--- src/rtl/s2_share_pkg.sv ---
// s2_share_pkg: shared types and constants for the S2 cell share controller
package s2_share_pkg;
  localparam int NREQ = 4;
  typedef enum logic [1:0] {IDLE, GRANT, BURST} state_t;
  typedef logic [1:0] idx_t;
  localparam logic CELL_CLR_RST = 1'b1;
endpackage

--- src/rtl/s2_share_ctrl_rr_pick.sv ---
// rr_pick: combinational round-robin picker, first eligible bit from ptr upward
module rr_pick
  import s2_share_pkg::*;
(
  input  logic [NREQ-1:0] req_eff,
  input  idx_t            ptr,
  output logic [NREQ-1:0] win,
  output idx_t            win_idx,
  output logic            any
);
  always_comb begin
    win_idx = ptr;
    any = |req_eff;
    // scan farthest first so the nearest eligible bit overrides
    for (int k = NREQ - 1; k >= 0; k--)
      if (req_eff[ptr + idx_t'(k)]) win_idx = ptr + idx_t'(k);
    win = any ? ({{(NREQ-1){1'b0}}, 1'b1} << win_idx) : '0;
  end
endmodule

--- src/rtl/s2_share_ctrl.sv ---
// s2_share_ctrl: round-robin sharing of one registered 4:1 S2 cell among four requesters.
// Optional burst locking is enabled with macro S2_SHARE_LOCK_EN.
module s2_share_ctrl
  import s2_share_pkg::*;
#(
  parameter int N         = 1,
  parameter int MAX_BURST = 4
) (
  input  logic            clk,
  input  logic            clr,
  input  logic [NREQ-1:0] req,
  input  logic [NREQ-1:0] lock,
  output logic [NREQ-1:0] gnt,
  output logic            sel_a1,
  output logic            sel_b1,
  output logic            sel_a0,
  output logic            sel_b0,
  output logic            cell_clr,
  output logic            out_vld,
  output idx_t            out_id
);
  state_t          state;
  logic [NREQ-1:0] gnt_q;
  idx_t            idx;
  idx_t            ptr;
  logic [NREQ-1:0] win;
  idx_t            win_idx;
  logic            any;
  logic            unused_ok;
  rr_pick u_pick (
    .req_eff (req & ~gnt_q),
    .ptr     (ptr),
    .win     (win),
    .win_idx (win_idx),
    .any     (any)
  );
`ifdef S2_SHARE_LOCK_EN
  logic [3:0] beat_cnt;
  logic       hold;
  assign hold = (state != IDLE) && |(gnt_q & req & lock) && (beat_cnt < 4'(MAX_BURST));
  assign unused_ok = N[0];
`else
  assign unused_ok = ^{N[0], MAX_BURST[0], lock, state};
`endif
  always_ff @(posedge clk or posedge clr) begin
    if (clr) begin
      state    <= IDLE;
      gnt_q    <= '0;
      idx      <= '0;
      ptr      <= '0;
      cell_clr <= CELL_CLR_RST;
      out_vld  <= 1'b0;
      out_id   <= '0;
`ifdef S2_SHARE_LOCK_EN
      beat_cnt <= '0;
`endif
    end else begin
      out_vld <= |gnt_q;
      out_id  <= idx;
`ifdef S2_SHARE_LOCK_EN
      if (hold) begin
        state    <= BURST;
        beat_cnt <= beat_cnt + 4'd1;
        cell_clr <= 1'b0;
      end else
`endif
      if (any) begin
        state    <= GRANT;
        gnt_q    <= win;
        idx      <= win_idx;
        ptr      <= win_idx + idx_t'(1);
        cell_clr <= 1'b0;
`ifdef S2_SHARE_LOCK_EN
        beat_cnt <= 4'd1;
`endif
      end else begin
        state    <= IDLE;
        gnt_q    <= '0;
        cell_clr <= 1'b1;
      end
    end
  end
  assign gnt    = gnt_q;
  assign sel_a1 = idx[1];
  assign sel_b1 = idx[1];
  assign sel_a0 = idx[0];
  assign sel_b0 = idx[0];
endmodule

--- config.mk ---
export PLATFORM = sky130hd
export DESIGN_NAME = s2_share_ctrl
export DESIGN_NICKNAME = d
export VERILOG_FILES = /design/src/rtl/s2_share_pkg.sv /design/src/rtl/s2_share_ctrl_rr_pick.sv /design/src/rtl/s2_share_ctrl.sv
export SDC_FILE = /design/constraint.sdc
export NUM_CORES = 1
export LEC_CHECK = 0
export CAP_MARGIN = 20
export CORE_MARGIN = 4
export CORE_UTILIZATION = 38
export CTS_CLUSTER_DIAMETER = 120
export CTS_CLUSTER_SIZE = 16
export DETAILED_ROUTE_END_ITERATION = 10
export PLACE_DENSITY = 0.72
export SKIP_CTS_REPAIR_TIMING = 1
export SLEW_MARGIN = 20
export SYNTH_ARGS = -nofsm -noshare
export SYNTH_HDL_FRONTEND = slang
export SYNTH_SLANG_ARGS = --single-unit
--- constraint.sdc ---
create_clock -name clk -period 1.5 [get_ports clk]
set_clock_uncertainty 0.2 [all_clocks]
set_input_delay 0.225 -clock clk [delete_from_list [all_inputs] [get_ports clk]]
set_output_delay 0.225 -clock clk [all_outputs]
set_load 0.05 [all_outputs]
==> tab_implementation.tex <==
\begin{tabular}{lr}
\hline
Metric & Value \\
\hline
\multicolumn{2}{l}{\textbf{Status}} \\
Status & finished with violations \\
Violations in the final reports & negative setup slack \\
\multicolumn{2}{l}{\textbf{Global routing}} \\
Congestion Overflow GR & 0 \\
Number of global-route vias before repair & between 500 and 600 \\
Pin count of the biggest net entering global routing & 13 \\
Antenna violations before repair & 0 \\
Global routing usage summed across all routing layers & 14.4\% \\
First-pass GRT wire length & 2550 um \\
\multicolumn{2}{l}{\textbf{Cells and area}} \\
Post-synthesis to final-layout area growth & 77.5\% \\
Total inserted antenna cells & 0 \\
Highest-count cells in the layout ignoring fill and taps & 18 x buf\_4, 12 x buf\_12, 8 x nand2\_1 \\
Core utilization of the finished layout & between 70\% and 80\% \\
NumNets Final & approximately 110 \\
Post-route cell area & 0.00113 mm\^{}2 \\
Most frequent standard cell in the layout excluding fill and tap cells & buf\_4 \\
Ratio of cells with drive above 1 in the final layout & 53.1\% \\
\multicolumn{2}{l}{\textbf{Power}} \\
Fraction of power consumed by the clock network & 9.0\% \\
Combinational share of power & roughly 68\% \\
PD cells & approximately 2600 mW/mm\^{}2 \\
Worst-case vdd ir drop & approximately 0.0017 V \\
Switching Power & roughly 1.3 mW \\
LEAKAGE & between 0.5 and 0.6 nW \\
Cell internal power dissipation & roughly 1.6 mW \\
Net switching share of the total power & about 44\% \\
Reg power frac & 23.1\% \\
\multicolumn{2}{l}{\textbf{Setup path}} \\
Family with the most delay on the worst path & buffers and inverters \\
Worst Reg2Reg Path Length in Cells & 4 \\
First element of the critical path & req[3] \\
Critical path depth in cells & 6 \\
Endpoint arrival time on the critical path & around 1.5 ns \\
Worst reg2reg setup slack & -0.07 ns \\
Slowest Stage Delay on Critical Path & just under 0.5 ns \\
Nature of the critical path endpoint & flop \\
Endpoint of the worst setup timing path & ptr[0] \\
Buffers and inverters on the worst path & 2 \\
Worst Path Class, Setup & in2reg \\
Required time at the worst-slack endpoint & about 1.5 ns \\
Startpoint Class & primary input \\
Critical R2R Capture & ptr[0] \\
Standard cell with the maximum stage delay on the critical path & clkdlybuf4s50\_1 \\
RR Startpoint & gnt[1] \\
Critical Path Fanout Max & 5 \\
List of cells traversed by the critical path & clkdlybuf4s50\_1, nor2b\_4, buf\_4, o22ai\_1, a21o\_1, a2bb2oi\_1 \\
\multicolumn{2}{l}{\textbf{STA}} \\
Worst hold slack & $\sim$0.058 ns \\
Final setup margin & -0.0790 ns \\
Period Utilization, post-route & 105\% \\
Post-route minimum period & 1.58 ns \\
Number of setup violations in the final report & 5 \\
Number of hold-slack violations in the final timing report & 0 \\
Rel. slew slack & 69.3\% \\
Unrepaired setup endpoints after global routing & yes \\
Actual slew at the worst max-slew pin & 0.460 ns \\
Total count of max-transition violations in the final report & 0 \\
Max Clk Rate & between 0.6 and 0.7 GHz \\
Post-route setup TNS & -0.175 ns \\
\multicolumn{2}{l}{\textbf{Yosys}} \\
Top area cells in the synthesized netlist & dfrtp\_1 43\%, nand2\_1 5.3\%, a21oi\_1 4.7\% \\
Count of synthesis-stage warnings from yosys & 0 \\
Register bit total from synthesis & 12 \\
Count of different cell masters after synthesis & 30 \\
Summed instance area of the synthesized netlist & about 640 um\^{}2 \\
Fraction of synthesized cell area taken by the top area cell type & approximately 43\% \\
Gate Count Post-Synth & a little over 60 \\
Register area share after synthesis & between 40\% and 50\% \\
Mean instance size in the synthesized netlist & around 10 um\^{}2 \\
Net count of the mapped netlist & slightly above 70 \\
Cell type with the highest aggregate area in the netlist & dfrtp\_1 \\
\multicolumn{2}{l}{\textbf{Floorplan}} \\
Std cell rows & 14 \\
Vertical die dimension & 49.0 um \\
Number of top-level pins & 22 \\
DIE WIDTH & 49.0 um \\
Initial Utilization & around 41\% \\
Total die area & 0.00240 mm\^{}2 \\
Standard cell core area & between 0.0015 and 0.002 mm\^{}2 \\
\multicolumn{2}{l}{\textbf{Placement}} \\
Placed standard-cell area & between 0.001 and 0.0015 mm\^{}2 \\
Count of input and output buffers & 17 \\
Hpwl dp & about 1200 um \\
Gpl congestion & about 0.81 \\
\multicolumn{2}{l}{\textbf{Route}} \\
Number of iterations in the first detailed-routing pass & 4 \\
Initial detailed-routing violation count & 19 \\
Residual antenna-violating net count after detailed routing & 0 \\
DR vias & between 600 and 700 \\
DRC violation count after routing & 0 \\
Drt wl/cell & between 10 and 15 um \\
Routed WL & roughly 1700 um \\
Average vias per placed instance & $\sim$5.5 \\
\multicolumn{2}{l}{\textbf{CTS}} \\
Count of clock tree sinks & 12 \\
CTS buffer count & 3 \\
Clock slew at the register clock pins of the worst setup and hold paths & 0.09 ns \\
Number of levels the H-tree was split into & 1 \\
Root Driver & clkbuf\_4 \\
Number of buffers on the longest clock path & 2 \\
TritonCTS clock tree & yes \\
Clock network latency to the later pin of the worst-skew pair & 0.28 ns \\
\multicolumn{2}{l}{\textbf{Min path}} \\
Worst min-delay path class & in2async \\
\multicolumn{2}{l}{\textbf{Flow run}} \\
Maximum capacitance violations & 0 \\
\hline
\end{tabular}
-- metrics by stage --
step / power [mW] / setup WS [ns] / instances
floorplan: 1.65 / -0.161 / 61
global placement: 2.53 / -0.360 / 104
detailed placement: 2.56 / -0.378 / 104
CTS: 2.83 / -0.100 / 108
global route: 3.05 / -0.130 / 112
finish: 2.92 / -0.0790 / 112
-- cells by family after synthesis --
family | Yosys count | share of synthesized area [%]
AO/OA/AOI/OAI | 21 | 22.5
flip-flops | 12 | 47.3
AND/OR/NAND/NOR | 22 | 23.7
buffers and inverters | 6 | 6.47
-- routing by layer --
metal | track usage (%) | part of all wire [%] | vias up
met4 | 13.5 | 3.8 | 0
met2 | 23.9 | 51 | 30
met3 | 2.75 | 6.1 | 6
li1 | - | - | 292
met5 | 0 | 0 | -
met1 | 14.8 | 39 | 287
-- cell usage after synthesis (all sizes together) --
master	number
dfrtp	11
nand2	9
a21oi	6
buf	4
nor2b	4
a211oi	2
a31oi	2
inv	2
nand2b	2
nor2	2
o21ai	2
o22ai	2
or2b	2
a21o	1
a221o	1
a221oi	1
a22oi	1
a2bb2oi	1
dfstp	1
nor3b	1
nor4	1
o21a	1
o221ai	1
or4	1
-- registers in the layout (all words and copies together) (netlist names) --
register / cells
cell_clr: 1
gnt: 4
idx: 2
out_id: 2
out_vld: 1
ptr: 2
-- power by group through the flow --
stage                     Clock, mW  Combinational [mW]  Sequential [mW]
after floorplan                   0               0.634             1.02
after global placement            0                1.86            0.677
after detailed placement          0                1.88            0.685
after CTS                     0.266                1.89            0.677
after global routing          0.291                2.07            0.694
final                         0.264                1.98            0.674
-- layout make-up --
cell class,instances,area (um^2)
Timing Repair Buffer,35,430
Clock buffer,4,36.3
Inverter,2,7.51
Multi-Input combinational cell,43,332
Sequential cell,12,307
Tap cell,16,20.0
Fill cell,104,409
-- how the worst min path moves through the flow --
stage / cells past startpoint / from / slack (ns) / endpoint
global placement: 1 / gnt[2] / 0.30 / out_vld
finish: 2 / clr / 0.06 / out_vld
detailed placement: 1 / gnt[2] / 0.32 / out_vld
global route: 2 / clr / 0.12 / out_vld
CTS: 2 / clr / 0.09 / out_vld
floorplan: 1 / clr / -0.11 / idx[0]
(Power assumes the default switching activity.)
==> variant, RTL diff (config.mk and constraints unchanged) <==
Change the package constant `NREQ` from 4 to 3.
--- a/src/rtl/s2_share_pkg.sv
+++ b/src/rtl/s2_share_pkg.sv
@@ -1,6 +1,6 @@
 // s2_share_pkg: shared types and constants for the S2 cell share controller
 package s2_share_pkg;
-  localparam int NREQ = 4;
+  localparam int NREQ = 3;
   typedef enum logic [1:0] {IDLE, GRANT, BURST} state_t;
   typedef logic [1:0] idx_t;
   localparam logic CELL_CLR_RST = 1'b1;
Ports: changed (resized gnt, lock and req); port bits go from 22 to 19. No check against the original RTL was run, so the function may have changed too.
==> variant against the original RTL <==
  * Synthesized area shrank 7.8%
  * Critical endpoint is now ptr[1]
  * Worst hold slack worse by 0.013 ns
  * Critical path depth increased by 1
  * Non-clock buffer count increased by 6
  * Largest cell class unchanged
  * The run still ends with setup timing left
  * Maximum frequency shrank 15%
  * Setup slack got worse by 0.27 ns
  * Sequential share of layout area is 2.0 points lower
  * Critical path type is now register to register
  * Total power is 0.78% lower
  * Final area shrank 1.3%
  * Sequential cell count shrank 1
  * Utilization is 7.4 points higher
  * Routed wire length increased by 0.90%
==> variant: results (changes against the original RTL) <==
INFO  synth          synth.cells.most_frequent=10 x sky130_fd_sc_hd__dfrtp_1, 4 x sky130_fd_sc_hd__inv_1 [was 11 x sky130_fd_sc_hd__dfrtp_1, 9 x sky130_fd_sc_hd__nand2_1, 6 x sky130_fd_sc_hd__a21oi_1]
INFO  cells_and_area largest_reg_flops=3 [was 4]
INFO  synth          mappedNetlistNets=64 [was 71]
INFO  sta            timing.setup.tns=-1.16ns [was -0.175 ns]
INFO  cells_and_area buffer_area_frac=0.410 [was 0.380]
INFO  run_status     outcome=finished, violations left [unchanged]
INFO  synth          seq_area_frac_synth=0.470 [was 0.473]
INFO  global_route   met1_usage=0.168 [was 0.148]
INFO  routing        post_drt_wl_per_cell=15.2um [was 14.9 um]
INFO  worst_setup_path crit_fanout=2 [was 5]
INFO  sta            setup_violations=7 [was 5]
INFO  run_status     failed_checks=setup timing [unchanged]
INFO  cells_and_area post_route_cells_drive_above_1_share=0.625 [was 0.531]
INFO  worst_setup_path worst_r2r_startpoint=gnt[0] [was gnt[1]]
INFO  global_route   met3_track_usage_gr=0.0575 [was 0.0275]
INFO  worst_setup_path worst_setup_path_endpoint=ptr[1] [was ptr[0]]
INFO  sta            fin_ws=-0.353ns [was -0.0790 ns]
INFO  cells_and_area n_all_buffers=41 [was 35]
INFO  cells_and_area flops_and_latches=11 [was 12]
INFO  worst_setup_path reg2reg_depth=7 [was 4]
INFO  cells_and_area multi_input_gates=36 [was 43]
INFO  synth          synth_compound_gate_area_share=0.164 [was 0.225]
INFO  synth          synth_area_in_adders=0.0830 [was 0]
INFO  global_route   first_pass_grt_wire_length=2530um [was 2550 um]
INFO  routing        drt-vias-per-instance=4.87 [was 5.49]
INFO  placed_design  detailedPlacementHpwl=1270um [was 1190 um]
INFO  global_route   global_route.usage.total=0.171 [was 0.144]
INFO  synth          synth.lib_cells_used.distinct=28 [was 30]
INFO  placed_design  place_worst_setup_slack=-0.637ns [was -0.378 ns]
INFO  global_route   globalRouteMet2Util=0.332 [was 0.239]
INFO  clock_tree     clk_pin_slew_worst_paths=0.07ns [was 0.09 ns]
INFO  cells_and_area num-nets-final=108 [was 107]
## variant: changes by cell type after synthesis, moves of 3 or more
cell and delta:
sky130_fd_sc_hd__a21oi_1 -4, sky130_fd_sc_hd__and2_1 +3, sky130_fd_sc_hd__ha_1 +3, sky130_fd_sc_hd__nand2_1 -7
## variant: routing by layer
| metal | wire length [um] | part of all wire |
|---|---|---|
| met2 | 989 | 0.59 |
| met1 | 636 | 0.38 |
| met3 | 58 | 0.034 |
| met4 | 0 | 0 |
| met5 | 0 | 0 |
## variant: through the flow
step           cell area (sq um)  power [uW]  cells  hold WS, ns
2_1_floorplan                619        1530     53       -0.123
3_3_place_gp                1040        2500    102        0.312
3_5_place_dp                1040        2580    102        0.311
4_1_cts                     1070        2790    106       0.0628
5_1_grt                     1120        3060    111       0.0866
6_report                    1120        2900    111       0.0448
## variant: power by group
part	switching, uW	internal, uW	leakage, uW
combinational	973	1140	0.000402
clock	104	103	0.0000150
sequential	144	440	0.000129
